## src/rtl/alu_pkg.sv

```systemverilog
// Shared definitions for the ALU execute stage: op codes, FSM states, flag bit positions.
package alu_pkg;

  localparam int ALU_WIDTH = 8;

  typedef enum logic [3:0] {
    OP_ADD   = 4'd0,
    OP_ADC   = 4'd1,
    OP_SUB   = 4'd2,
    OP_SBC   = 4'd3,
    OP_AND   = 4'd4,
    OP_OR    = 4'd5,
    OP_XOR   = 4'd6,
    OP_PASSL = 4'd7,
    OP_PASSR = 4'd8,
    OP_MUL   = 4'd9,
    OP_MULH  = 4'd10
  } op_e;

  typedef enum logic {
    ST_IDLE = 1'b0,
    ST_BUSY = 1'b1
  } state_e;

  localparam int FLG_C = 0;
  localparam int FLG_Z = 1;
  localparam int FLG_N = 2;
  localparam int FLG_V = 3;

endpackage

```

## src/rtl/alu_mul_seq.sv

```systemverilog
// Sequential shift-add multiplier, one partial product per cycle over WIDTH cycles.
// o_prod is the accumulator value after the current step, so it is final when o_done is high.
module alu_mul_seq #(
  parameter int WIDTH = 8
) (
  input  logic               clk,
  input  logic               rst,
  input  logic               i_start,
  input  logic [WIDTH-1:0]   i_a,
  input  logic [WIDTH-1:0]   i_b,
  output logic               o_done,
  output logic [2*WIDTH-1:0] o_prod
);

  localparam int CW = (WIDTH > 1) ? $clog2(WIDTH) : 1;

  logic [2*WIDTH-1:0] r_a;
  logic [2*WIDTH-1:0] r_acc;
  logic [WIDTH-1:0]   r_b;
  logic [CW-1:0]      r_cnt;
  logic               r_busy;
  logic [2*WIDTH-1:0] w_acc_nxt;

  assign w_acc_nxt = r_acc + (r_b[0] ? r_a : '0);
  assign o_prod    = w_acc_nxt;
  assign o_done    = r_busy && (r_cnt == CW'(WIDTH - 1));

  always_ff @(posedge clk or posedge rst) begin
    if (rst) begin
      r_a    <= '0;
      r_acc  <= '0;
      r_b    <= '0;
      r_cnt  <= '0;
      r_busy <= 1'b0;
    end else if (i_start) begin
      r_a    <= {{WIDTH{1'b0}}, i_a};
      r_acc  <= '0;
      r_b    <= i_b;
      r_cnt  <= '0;
      r_busy <= 1'b1;
    end else if (r_busy) begin
      r_acc <= w_acc_nxt;
      r_a   <= r_a << 1;
      r_b   <= r_b >> 1;
      r_cnt <= r_cnt + CW'(1);
      if (o_done) r_busy <= 1'b0;
    end
  end

endmodule

```

## src/rtl/alu_stage.sv

```systemverilog
// Execute stage: registered result + C/Z/N/V flags behind a valid/ready handshake.
// Define ALU_MUL_EN to build the multi-cycle MUL/MULH path; otherwise ops 9/10 are reserved.
module alu_stage
  import alu_pkg::*;
#(
  parameter int WIDTH = ALU_WIDTH
) (
  input  logic             clk,
  input  logic             rst,
  input  logic             validIn,
  output logic             readyOut,
  input  logic [3:0]       op,
  input  logic [WIDTH-1:0] LhsIn,
  input  logic [WIDTH-1:0] RhsIn,
  input  logic             carryIn,
  output logic             validOut,
  input  logic             readyIn,
  output logic [WIDTH-1:0] resultOut,
  output logic             carryOut,
  output logic             zeroOut,
  output logic             negOut,
  output logic             overflowOut
);

  logic             r_valid;
  logic [WIDTH-1:0] r_res;
  logic [3:0]       r_flags;

  logic             w_accept;
  logic             w_load;
  logic             w_sub;
  logic             w_cin;
  logic [WIDTH-1:0] w_rhs;
  logic [WIDTH:0]   w_sum;
  logic             w_v_arith;
  logic [WIDTH-1:0] w_res;
  logic             w_c;
  logic             w_v;
  logic [WIDTH-1:0] w_ld_res;
  logic [3:0]       w_ld_flags;

  assign w_accept = validIn && readyOut;

  // Subtraction is L + ~R + cin, so one signed-overflow rule covers add and sub.
  assign w_sub     = (op == OP_SUB) || (op == OP_SBC);
  assign w_rhs     = w_sub ? ~RhsIn : RhsIn;
  assign w_cin     = (op == OP_SUB) ? 1'b1 : ((op == OP_ADC) || (op == OP_SBC)) ? carryIn : 1'b0;
  assign w_sum     = {1'b0, LhsIn} + {1'b0, w_rhs} + {{WIDTH{1'b0}}, w_cin};
  assign w_v_arith = (LhsIn[WIDTH-1] == w_rhs[WIDTH-1]) && (w_sum[WIDTH-1] != LhsIn[WIDTH-1]);

  always_comb begin
    w_res = '0;
    w_c   = 1'b0;
    w_v   = 1'b0;
    case (op)
      OP_ADD, OP_ADC, OP_SUB, OP_SBC: begin
        w_res = w_sum[WIDTH-1:0];
        w_c   = w_sum[WIDTH];
        w_v   = w_v_arith;
      end
      OP_AND:   w_res = LhsIn & RhsIn;
      OP_OR:    w_res = LhsIn | RhsIn;
      OP_XOR:   w_res = LhsIn ^ RhsIn;
      OP_PASSL: begin
        w_res = LhsIn;
        w_c   = carryIn;
      end
      OP_PASSR: w_res = RhsIn;
      default: ;
    endcase
  end

`ifdef ALU_MUL_EN
  state_e             r_state;
  state_e             w_state_nxt;
  logic               r_mulh;
  logic               w_is_mul;
  logic               w_mul_done;
  logic [2*WIDTH-1:0] w_prod;

  assign w_is_mul = (op == OP_MUL) || (op == OP_MULH);
  assign readyOut = (r_state == ST_IDLE) && (!r_valid || readyIn);
  assign w_load   = (w_accept && !w_is_mul) || w_mul_done;

  alu_mul_seq #(.WIDTH(WIDTH)) u_mul (
    .clk     (clk),
    .rst     (rst),
    .i_start (w_accept && w_is_mul),
    .i_a     (LhsIn),
    .i_b     (RhsIn),
    .o_done  (w_mul_done),
    .o_prod  (w_prod)
  );

  always_ff @(posedge clk or posedge rst) begin
    if (rst) begin
      r_state <= ST_IDLE;
      r_mulh  <= 1'b0;
    end else begin
      r_state <= w_state_nxt;
      if (w_accept) r_mulh <= (op == OP_MULH);
    end
  end

  always_comb begin
    w_state_nxt = r_state;
    case (r_state)
      ST_IDLE: if (w_accept && w_is_mul) w_state_nxt = ST_BUSY;
      ST_BUSY: if (w_mul_done) w_state_nxt = ST_IDLE;
      default: w_state_nxt = ST_IDLE;
    endcase
  end

  always_comb begin
    w_ld_res   = w_res;
    w_ld_flags = '0;
    w_ld_flags[FLG_C] = w_c;
    w_ld_flags[FLG_V] = w_v;
    if (r_state == ST_BUSY) begin
      w_ld_res          = r_mulh ? w_prod[2*WIDTH-1:WIDTH] : w_prod[WIDTH-1:0];
      w_ld_flags[FLG_C] = !r_mulh && (|w_prod[2*WIDTH-1:WIDTH]);
      w_ld_flags[FLG_V] = 1'b0;
    end
    w_ld_flags[FLG_Z] = ~|w_ld_res;
    w_ld_flags[FLG_N] = w_ld_res[WIDTH-1];
  end
`else
  assign readyOut = !r_valid || readyIn;
  assign w_load   = w_accept;

  always_comb begin
    w_ld_res   = w_res;
    w_ld_flags = '0;
    w_ld_flags[FLG_C] = w_c;
    w_ld_flags[FLG_V] = w_v;
    w_ld_flags[FLG_Z] = ~|w_res;
    w_ld_flags[FLG_N] = w_res[WIDTH-1];
  end
`endif

  // An accept that does not load is a multiply start: the old result retires, data stays.
  always_ff @(posedge clk or posedge rst) begin
    if (rst) begin
      r_valid <= 1'b0;
      r_res   <= '0;
      r_flags <= '0;
    end else if (w_load) begin
      r_valid <= 1'b1;
      r_res   <= w_ld_res;
      r_flags <= w_ld_flags;
    end else if (w_accept || (r_valid && readyIn)) begin
      r_valid <= 1'b0;
    end
  end

  assign validOut    = r_valid;
  assign resultOut   = r_res;
  assign carryOut    = r_flags[FLG_C];
  assign zeroOut     = r_flags[FLG_Z];
  assign negOut      = r_flags[FLG_N];
  assign overflowOut = r_flags[FLG_V];

endmodule

```

## config.mk

```make
export PLATFORM = sky130hd
export DESIGN_NAME = alu_stage
export DESIGN_NICKNAME = d
export VERILOG_FILES = /design/src/rtl/alu_pkg.sv /design/src/rtl/alu_mul_seq.sv /design/src/rtl/alu_stage.sv
export SDC_FILE = /design/constraint.sdc
export NUM_CORES = 1
export LEC_CHECK = 0
export CAP_MARGIN = 15
export CORE_UTILIZATION = 40
export CTS_CLUSTER_DIAMETER = 50
export DETAILED_ROUTE_END_ITERATION = 7
export HOLD_SLACK_MARGIN = 0.06
export PLACE_DENSITY_LB_ADDON = 0.25
export SLEW_MARGIN = 20
export SYNTH_ARGS = -nofsm -noshare
export SYNTH_HDL_FRONTEND = slang
export SYNTH_HIERARCHICAL = 1
export SYNTH_SLANG_ARGS = --single-unit
```

## constraint.sdc

```tcl
create_clock -name clk -period 1.2 [get_ports clk]
set_input_delay 0.24 -clock clk [delete_from_list [all_inputs] [get_ports clk]]
set_output_delay 0.24 -clock clk [all_outputs]
set_load 0.01 [all_outputs]
```

# Word-level counts from Yosys, hierarchy flattened
# Index checks and enable logic that the tools add are counted.
classes:
  n_addsub: 2
  reduce_logical: 13
  n_mux: 8
  n_eq_ne: 10
  n_bitwise: 4
op_table:
  columns: ["cell", "n"]
  rows:
  - ["$pmux 8 s6", 1]
  - ["$eq 4x3->1 const B", 4]
  - ["$add 8x8->9", 1]
  - ["$add 9x1->9", 1]
  - ["$and 8x8->8", 1]
  - ["$eq 4x2->1 const B", 2]
  - ["$mux 8", 1]
  - ["$not 8->8", 1]
  - ["$or 8x8->8", 1]
  - ["$reduce_or 8->1", 1]
  - ["$xor 8x8->8", 1]
  - ["$mux 1", 5]
  - ["$eq 4x1->1 const B", 1]
  - ["$eq 4x4->1 const B", 1]
  - ["$logic_not 4->1", 1]
  - ["$logic_or 1x1->1", 4]
  - ["$reduce_or 4->1", 1]
  - ["$logic_and 1x1->1", 3]
  - ["$logic_not 1->1", 2]
  - ["$pmux 1 s2", 1]
  - ["$reduce_bool 2->1", 1]
  - ["$eq 1x1->1", 1]
  - ["$ne 1x1->1", 1]
totals:
  output_inout_bits: 14
  wordCells: 40
  regBits: 13
  inputBits: 25

# Logic depth before layout (Yosys ltp)
# Gate-level depths: netlist of run 1.
logic_depth:
  ltp_word: 8
  depth_mapped: 14

# Worst setup path after synthesis of run 1
# OpenSTA, ideal clock, no wires.
synth_path:
  path_type: "input to register"
  startpoint: "in op[1]"
  endpoint: "reg r_flags[0]"
  path_stages: 14
  t_arrival_ps: 3063
  setup_ps: 125
  slack_ps: -1988
  t_required_ps: 1075
  cell_sequence: "buf_2 buf_4 buf_2 and2_1 buf_2 xnor2_1 fa_1 fa_1 a211oi_1 o21bai_1 a21o_1 a21oi_1 o22ai_1 mux2_2"
synth_between:
  elab_chain_len: 6
  elab_cells_between_ends: 14
  cone_classes: "add/sub: 2; eq/ne: 4; mux: 4; reduce/logical: 4"
synth_lines:
  columns: ["item", "line", "source"]
  rows:
  - ["start, declared", "alu_stage.sv:12", "input logic [3:0] op,"]
  - ["$eq 4x2->1 / $eq 4x1->1 (equally long branches)", "alu_stage.sv:45, alu_stage.sv:47, alu_stage.sv:55", null]
  - ["$logic_or 1x1->1 (on tied branches)", "alu_stage.sv:45, alu_stage.sv:47", null]
  - ["$mux 8 / $mux 1 (equally long branches)", "alu_stage.sv:46, alu_stage.sv:47", null]
  - ["$add 8x8->9 / $mux 1 (equally long branches)", "alu_stage.sv:48, alu_stage.sv:47", null]
  - ["$add 9x1->9", "alu_stage.sv:48", "assign w_sum = {1'b0, LhsIn} + {1'b0, w_rhs} + {{WIDTH{1'b0}}, w_cin};"]
  - ["$pmux 1 s2 (*)", "alu_stage.sv:55", "case (op)"]
  - ["end signal, assigned", "alu_stage.sv:150", "r_flags <= w_ld_flags;"]
  - ["end, declared", "alu_stage.sv:27", "logic [3:0] r_flags;"]
# Mark *: on every way between the ends. The rest lies on a longest branch, timed or not.
# A chain may end at the register's enable or synchronous reset.

# Worst setup path in the final report of run 1
layout_path:
  startpoint: "in op[0]"
  endpoint: "reg r_flags[1]"
layout_between:
  elab_chain_len: 8
  elab_cells_between_ends: 20
  cone_classes: "add/sub: 2; eq/ne: 8; mux: 4; reduce/logical: 6"
layout_lines:
  columns: ["item", "line", "source"]
  rows:
  - ["$eq 4x2->1 / $eq 4x1->1 (equally long branches)", "alu_stage.sv:45, alu_stage.sv:47, alu_stage.sv:55", null]
  - ["$logic_or 1x1->1 (on tied branches)", "alu_stage.sv:45, alu_stage.sv:47", null]
  - ["$mux 8 / $mux 1 (equally long branches)", "alu_stage.sv:46, alu_stage.sv:47", null]
  - ["$add 8x8->9 / $mux 1 (equally long branches)", "alu_stage.sv:48, alu_stage.sv:47", null]
  - ["$add 9x1->9", "alu_stage.sv:48", null]
  - ["$pmux 8 s6 (*)", "alu_stage.sv:55", null]
  - ["$reduce_or 8->1 (*)", "alu_stage.sv:136", "w_ld_flags[FLG_Z] = ~|w_res;"]
  - ["$logic_not 1->1 (*)", "alu_stage.sv:136", null]
# Marks and branches as above.

==> flow_metrics.py, run 1 <==
metrics = {
    "yosys": {
        "yosys_warnings": 6,
        "synth_top_cell_by_area": "dfrtp_1",
        "yosysUniqueCellTypes": 49,
        "seq_area_frac_synth_pct": 18.5,
        "yosys.area.top_type_share_pct": 18.5,
        "syn-cell-area_um2": 1620,
        "ys_ff_latch": 12,
        "avgSynthCellArea_um2": 8.50,
        "synth.area.top_cells": "dfrtp_1 19%, ha_1 18%, xnor2_1 4.9%",
        "ys_top_cells_by_count": "23 x ha_1, 20 x inv_1, 13 x nand2_1",
        "synthesis.nets": 241,
        "synth_edf_count": 0,
        "synthFlopType": "dfrtp_1",
        "yosysMostFrequentCell": "ha_1",
        "async_reset_ff_share_pct": 100,
        "syn_inst": 191,
    },
    "layout": {
        "antennaDiodeCount": 0,
        "postLayoutCoreUtil_pct": 75.7,
        "drive_above_1_share_pct": 43.9,
        "fillers": 271,
        "syn2layout_area_growth_pct": 76.0,
        "nets": 352,
    },
    "floorplanning": {
        "die-area_um2": 4320,
        "io_pins": 39,
        "rows": 22,
        "core-area_um2": 3770,
        "start_util_pct": 43.0,
        "chipHeight_um": 65.7,
        "die_x_um": 65.7,
    },
    "power_and_ir_drop": {
        "pwr-share-seq_pct": 22.6,
        "switching_share_pct": 35.6,
        "pwr-share-comb_pct": 56.9,
        "clkPwrFrac_pct": 20.5,
        "peakVddDrop_uv": 621,
        "power.internal_uw": 1460,
        "power.switching_uw": 804,
        "p_per_area_nw_per_um2": 791,
        "power.leakage_uw": 0.00141,
    },
    "clock_tree": {
        "cts_tree": "built",
        "htreeDepth": 1,
        "clock-sinks": 12,
        "clock_path_buffers": 2,
        "clk_latency_ns": 0.25,
        "root_buffer": "clkbuf_8",
        "path_clk_slew_ns": 0.06,
        "cts_buffers": 3,
    },
    "sta": {
        "worst_slack_ns": -1.23,
        "slew_headroom_pct": 52.2,
        "rsz0062_at_grt": "true",
        "finClkSkew_ns": 0.000635,
        "finalHoldViolations": 0,
        "min_period_over_period_pct": 203,
        "max_freq_ghz": 0.411,
        "slew_viol_final": 0,
        "layout_min_cycle_time_ns": 2.43,
        "hold_ws_ns": 0.282,
        "setup_viol": 11,
        "worst_pin_slew_ns": 0.715,
    },
    "setup_path": {
        "crit_slowest_cell": "fa_2",
        "reg2reg_slack_ns": -0.23,
        "max_stage_delay_ns": 0.41,
        "worstPathArrival_ns": 2.59,
        "cp-end-kind": "flop",
        "crit_chain": "buf_2 -> mux2i_4 -> nor2_4 -> fa_2 -> fa_2 -> a21o_1 -> a211oi_2 -> nor2_1 -> nor3_2 -> nand4_1 -> o31ai_2",
        "critPathBufInv": 1,
        "cp_common_cell": "fa_2",
        "crit_path_start_kind": "input port",
        "worst-path-max-fanout": 3,
        "cp_data_required_time_ns": 1.36,
        "crit_type": "input port to flop",
        "crit_family": "adder cells",
    },
    "routing": {
        "viasPerCell": 5.44,
        "drtPass1Iterations": 4,
        "wl_um": 5730,
        "routedWlPerCell_um": 16.4,
        "drc": 0,
        "antenna_left": 0,
        "vias": 1898,
        "drt_iter0_markers": 135,
    },
    "placed_design": {
        "portBuffers": 38,
        "dpl.hpwl_um": 3800,
        "routabilityCongestion": 0.885,
    },
    "run_status": {
        "violations": "setup timing",
        "status": "finished with violations",
    },
    "global_route": {
        "antenna_found_initial": 0,
        "grt_max_degree": 20,
        "grt_remaining_overflow": 0,
        "grt_use_total_pct": 24.3,
        "grt_first_pass_wirelength_um": 8030,
        "first_global_vias": 1759,
    },
    "flow_run": {
        "drv_cap": 0,
    },
    "hold_path": {
        "hold_path_class": "input port to asynchronous set/reset pin",
    },
}
-- layout by cell type, fill, tap and decap left out, types with 3 or more instances in the layout --
| cell | n |
|---|---|
| clkdlybuf4s50_1 | 16 |
| mux2_4 | 4 |
| mux2i_1 | 4 |
| buf_4 | 70 |
| nand3b_1 | 3 |
| a22oi_1 | 3 |
| xnor2_1 | 6 |
| a211oi_2 | 5 |
| inv_1 | 18 |
| buf_6 | 10 |
| nor3_1 | 3 |
| dfrtp_1 | 12 |
| o21ai_1 | 3 |
| nor2_1 | 10 |
| nor2b_1 | 5 |
| ha_1 | 22 |
| o21ai_0 | 5 |
| dlygate4sd2_1 | 15 |
| nor3_2 | 3 |
| clkbuf_8 | 4 |
| a21o_1 | 3 |
| a21oi_1 | 6 |
| nand2_1 | 12 |
| a22o_1 | 3 |
| o21ai_2 | 3 |
-- metal layers --
metal | part of all wire (%) | track usage (%)
met5 | 0 | 0
met3 | 7.3 | 2.95
met1 | 39 | 30.4
met4 | 2.5 | 7.88
met2 | 51 | 42.6
-- cell families (layout without fill, tap and decap cells) --
| group | after synthesis | after routing | synth area share (%) |
|---|---|---|---|
| and+or+nand+nor | 52 | 52 | 17.3 |
| AOI/OAI and AO/OA | 50 | 50 | 21.4 |
| buffers and inverters | 30 | 140 | 8.64 |
| adders and majority gates | 25 | 25 | 20.2 |
| muxes | 12 | 12 | 8.64 |
| DFF | 12 | 12 | 18.5 |
| xor gates and xnor gates | 10 | 10 | 5.40 |
-- per-stage QoR --
step	instance area [µm²]	TNS (ns)	power, µW	setup WS (ns)	std cells
4_1_cts	2730	-10.66	2130	-1.19	340
5_1_grt	2860	-12.35	2380	-1.29	349
6_report	2860	-11.60	2260	-1.23	349
3_5_place_dp	2490	-19.42	1590	-2.00	325
2_1_floorplan	1710	-15.08	1070	-1.69	191
3_3_place_gp	2490	-18.89	1570	-1.91	325
-- area by class of cell --
| type | instances | area, µm² | share of cell area [%] |
|---|---|---|---|
| Clock buffer | 4 | 55.1 | 1.93 |
| Inverter | 20 | 75.1 | 2.63 |
| Multi-Input combinational cell | 149 | 1390 | 48.5 |
| Sequential cell | 12 | 300 | 10.5 |
| Tap cell | 48 | 60.1 | 2.10 |
| Timing Repair Buffer | 116 | 980 | 34.3 |
-- state kept, by name (all words and copies together) (netlist names) --
| register | flops |
|---|---|
| validOut | 1 |
| resultOut | 7 |
| r_flags | 4 |
-- repair_timing --
item                       in CTS  in global routing
resized for setup              70                 19
hold buffers                    0                  0
setup endpoints to repair      25                 13
pin swaps                      31                 20
setup buffers                  12                 11
-- path summary, 6_finish.rpt --
path / start / to / cells past startpoint
max: op[0] / r_flags[1]$_DFFE_PP0P_ / 11
min: rst / resultOut[2]$_DFFE_PP0P_ / 3
max reg2reg: validOut$_DFFE_PP0P_ / r_flags[1]$_DFFE_PP0P_ / 6
min reg2reg: resultOut[6]$_DFFE_PP0P_ / resultOut[6]$_DFFE_PP0P_ / 2
max in group asynchronous: rst / resultOut[3]$_DFFE_PP0P_ / 3
min in group clk: resultOut[6]$_DFFE_PP0P_ / resultOut[6]$_DFFE_PP0P_ / 2
-- power by group through the flow --
stage	clock [µW]	sequential (µW)	combinational [µW]
6_report	463	512	1290
5_1_grt	494	517	1370
4_1_cts	458	507	1160
3_5_place_dp	0	514	1080
3_3_place_gp	0	512	1060
2_1_floorplan	0	542	526
-- worst reg2reg max path: cells and delay by family, from the launching register on --
family / cells / cell delay, ns
AND/OR/NAND/NOR: 5 / 0.74
AO/OA/AOI/OAI: 1 / 0.20
flip-flops: 1 / 0.40
Note: power is estimated with default switching activity, not from simulation.
==> run 2, diff against run 1 <==
--- a/config.mk
+++ b/config.mk
@@ -14,5 +14,4 @@
 export SLEW_MARGIN = 20
 export SYNTH_ARGS = -nofsm -noshare
 export SYNTH_HDL_FRONTEND = slang
-export SYNTH_HIERARCHICAL = 1
 export SYNTH_SLANG_ARGS = --single-unit
==> results of run 2 <==
Same layout as run 1: the final DEF is identical, and so are final timing and power.
Among the figures that moved: Yosys warning count 6 -> 0
==> run 3, diff against run 2 <==
--- a/config.mk
+++ b/config.mk
@@ -6,7 +6,9 @@
 export NUM_CORES = 1
 export LEC_CHECK = 0
 export CAP_MARGIN = 15
-export CORE_UTILIZATION = 40
+export CELL_PAD_IN_SITES_DETAIL_PLACEMENT = 1
+export CELL_PAD_IN_SITES_GLOBAL_PLACEMENT = 2
+export CORE_UTILIZATION = 26
 export CTS_CLUSTER_DIAMETER = 50
 export DETAILED_ROUTE_END_ITERATION = 7
 export HOLD_SLACK_MARGIN = 0.06
==> run 3 against run 2 <==
Compared with the run above:
- the run still ends with setup timing left
- synthesized area stayed put
- core utilization shrank 26 points
- critical path depth rose by 1
- global-route usage is 6.4 points lower
- largest cell class unchanged
==> flow_metrics.py, run 3 <==
metrics = {
    "yosys": {
        "synth_top_cell_by_area": "dfrtp_1",
        "ys_top_cells_by_count": "23 x ha_1, 20 x inv_1, 13 x nand2_1",
        "ys_ff_latch": 12,
        "yosys.area.top_type_share_pct": 18.5,
        "syn_inst": 191,
        "syn-cell-area_um2": 1620,
        "synth_edf_count": 0,
        "avgSynthCellArea_um2": 8.50,
        "async_reset_ff_share_pct": 100,
        "synth.area.top_cells": "dfrtp_1 19%, ha_1 18%, xnor2_1 4.9%",
        "seq_area_frac_synth_pct": 18.5,
        "synthFlopType": "dfrtp_1",
        "yosys_warnings": 0,
        "synthesis.nets": 241,
        "yosysMostFrequentCell": "ha_1",
        "yosysUniqueCellTypes": 49,
    },
    "placed_design": {
        "portBuffers": 38,
        "dpl.hpwl_um": 4670,
        "routabilityCongestion": 0.853,
        "dpl_worst_slack_ns": -2.04,
    },
    "clock_tree": {
        "clock-sinks": 12,
        "path_clk_slew_ns": 0.06,
        "cts_tree": "built",
        "cts_buffers": 3,
        "clock_path_buffers": 2,
        "root_buffer": "clkbuf_8",
        "clk_latency_ns": 0.24,
        "htreeDepth": 1,
        "holdBufCountCts": 0,
    },
    "global_route": {
        "antenna_found_initial": 0,
        "grt_max_degree": 17,
        "first_global_vias": 1888,
        "grt_first_pass_wirelength_um": 9010,
        "grt_remaining_overflow": 0,
        "grt_use_total_pct": 17.9,
    },
    "routing": {
        "drt_iter0_markers": 51,
        "wl_um": 5900,
        "viasPerCell": 4.84,
        "vias": 1829,
        "drc": 0,
        "drtPass1Iterations": 4,
        "routedWlPerCell_um": 15.6,
        "antenna_left": 0,
    },
    "sta": {
        "worst_pin_slew_ns": 0.598,
        "min_period_over_period_pct": 207,
        "finClkSkew_ns": 0.00169,
        "max_freq_ghz": 0.403,
        "layout_min_cycle_time_ns": 2.48,
        "slew_headroom_pct": 60.0,
        "finalHoldViolations": 0,
        "worst_slack_ns": -1.28,
        "slew_viol_final": 0,
        "setup_viol": 11,
        "rsz0062_at_grt": "true",
    },
    "power_and_ir_drop": {
        "power.leakage_uw": 0.00144,
        "power_uw": 2260,
        "peakVddDrop_uv": 693,
        "p_per_area_nw_per_um2": 770,
    },
    "layout": {
        "final_common_cell": "buf_4",
        "nets": 354,
        "antennaDiodeCount": 0,
        "largest_reg_flops": 7,
        "layout_common_cells": "75 x buf_4, 22 x ha_1, 18 x inv_1",
        "syn2layout_area_growth_pct": 81.3,
        "drive_above_1_share_pct": 43.9,
        "postLayoutCoreUtil_pct": 49.4,
    },
    "setup_path": {
        "crit_path_start_kind": "input port",
        "crit_slowest_cell": "fa_2",
        "max_stage_delay_ns": 0.40,
        "critPathBufInv": 1,
        "crit_family": "compound AO/OA/AOI/OAI gates",
        "worstPathArrival_ns": 2.61,
        "worst-path-max-fanout": 3,
        "crit_chain": "buf_8 -> nor2_4 -> and2_4 -> xnor2_4 -> fa_2 -> fa_2 -> a211oi_4 -> o21bai_2 -> a21o_1 -> a21oi_2 -> o22ai_1 -> mux2_4",
        "reg2reg_slack_ns": -0.12,
        "crit_type": "input port to flop",
        "cp_common_cell": "fa_2",
        "cp_data_required_time_ns": 1.32,
        "cp-end-kind": "flop",
    },
    "hold_path": {
        "hold_path_class": "input port to asynchronous set/reset pin",
    },
    "floorplanning": {
        "core-area_um2": 5960,
        "start_util_pct": 27.2,
        "die-area_um2": 6560,
        "rows": 28,
        "chipHeight_um": 81.0,
        "die_x_um": 81.0,
        "io_pins": 39,
    },
    "flow_run": {
        "drv_cap": 0,
    },
    "run_status": {
        "status": "finished with violations",
        "violations": "setup timing",
    },
}
run 3: cell counts after synthesis:
Identical to the previous run, type by type.
run 3: worst reg2reg max path: stages (launching register included):
cell	delay [ns]
dfrtp_1	0.40
nand2b_4	0.09
nand2_1	0.07
nand4b_1	0.23
nor3_2	0.15
nand4_1	0.11
o31ai_2	0.18
run 3: cell type report:
class | instances | area, µm²
Fill cell | 689 | 3010
Multi-Input combinational cell | 149 | 1430
Timing Repair Buffer | 118 | 991
Sequential cell | 12 | 300
Tap cell | 75 | 93.8
Inverter | 20 | 75.1
Clock buffer | 4 | 55.1
run 3: final timing paths:
kind,cells past startpoint,endpoint,startpoint
worst min-delay path,3,resultOut[4]$_DFFE_PP0P_,rst
min in group clk,2,resultOut[6]$_DFFE_PP0P_,resultOut[6]$_DFFE_PP0P_
worst min register to register,2,resultOut[6]$_DFFE_PP0P_,resultOut[6]$_DFFE_PP0P_
worst max-delay path,12,r_flags[0]$_DFFE_PP0P_,op[3]
worst max register to register,6,r_flags[1]$_DFFE_PP0P_,validOut$_DFFE_PP0P_
max in group asynchronous,3,resultOut[3]$_DFFE_PP0P_,rst
run 3: metal layers:
metal | GRT usage [%] | up-vias | part of all wire (%)
met4 | 3.04 | 0 | 0.34
li1 | - | 910 | -
met5 | 0 | - | 0
met1 | 21.9 | 886 | 45
met3 | 1.12 | 2 | 2.1
met2 | 34.3 | 31 | 53
run 3: repair_timing:
| action | CTS | global route |
|---|---|---|
| gates cloned | 0 | 0 |
| setup buffers | 3 | 8 |
| pin swaps | 17 | 24 |
| hold endpoints to repair | 0 | 0 |
| setup endpoints to repair | 25 | 13 |
| gates resized for setup | 58 | 34 |
run 3: kinds of logic after synthesis:
kind of cell	Yosys count	share of synthesized area (%)
AND/OR/NAND/NOR	52	17.3
AO/OA/AOI/OAI	50	21.4
buffers and inverters	30	8.64
adder cells (fa/ha/maj)	25	20.2
multiplexers	12	8.64
flip-flops	12	18.5
XOR/XNOR	10	5.40
run 3: stage by stage:
step           hold slack [ns]  instances  instance area [µm²]  TNS, ns
2_1_floorplan            0.105        191                 1710   -15.08
3_3_place_gp             0.464        363                 2600   -19.19
3_5_place_dp             0.480        363                 2600   -19.72
4_1_cts                  0.297        370                 2750   -11.56
5_1_grt                  0.319        378                 2940   -12.92
6_report                 0.290        378                 2940   -12.07
run 3: power breakdown:
part	internal [µW]	switching, µW	total (µW)
sequential	470	36.1	507
clock	290	150	439
combinational	717	602	1320
total	1480	787	2260
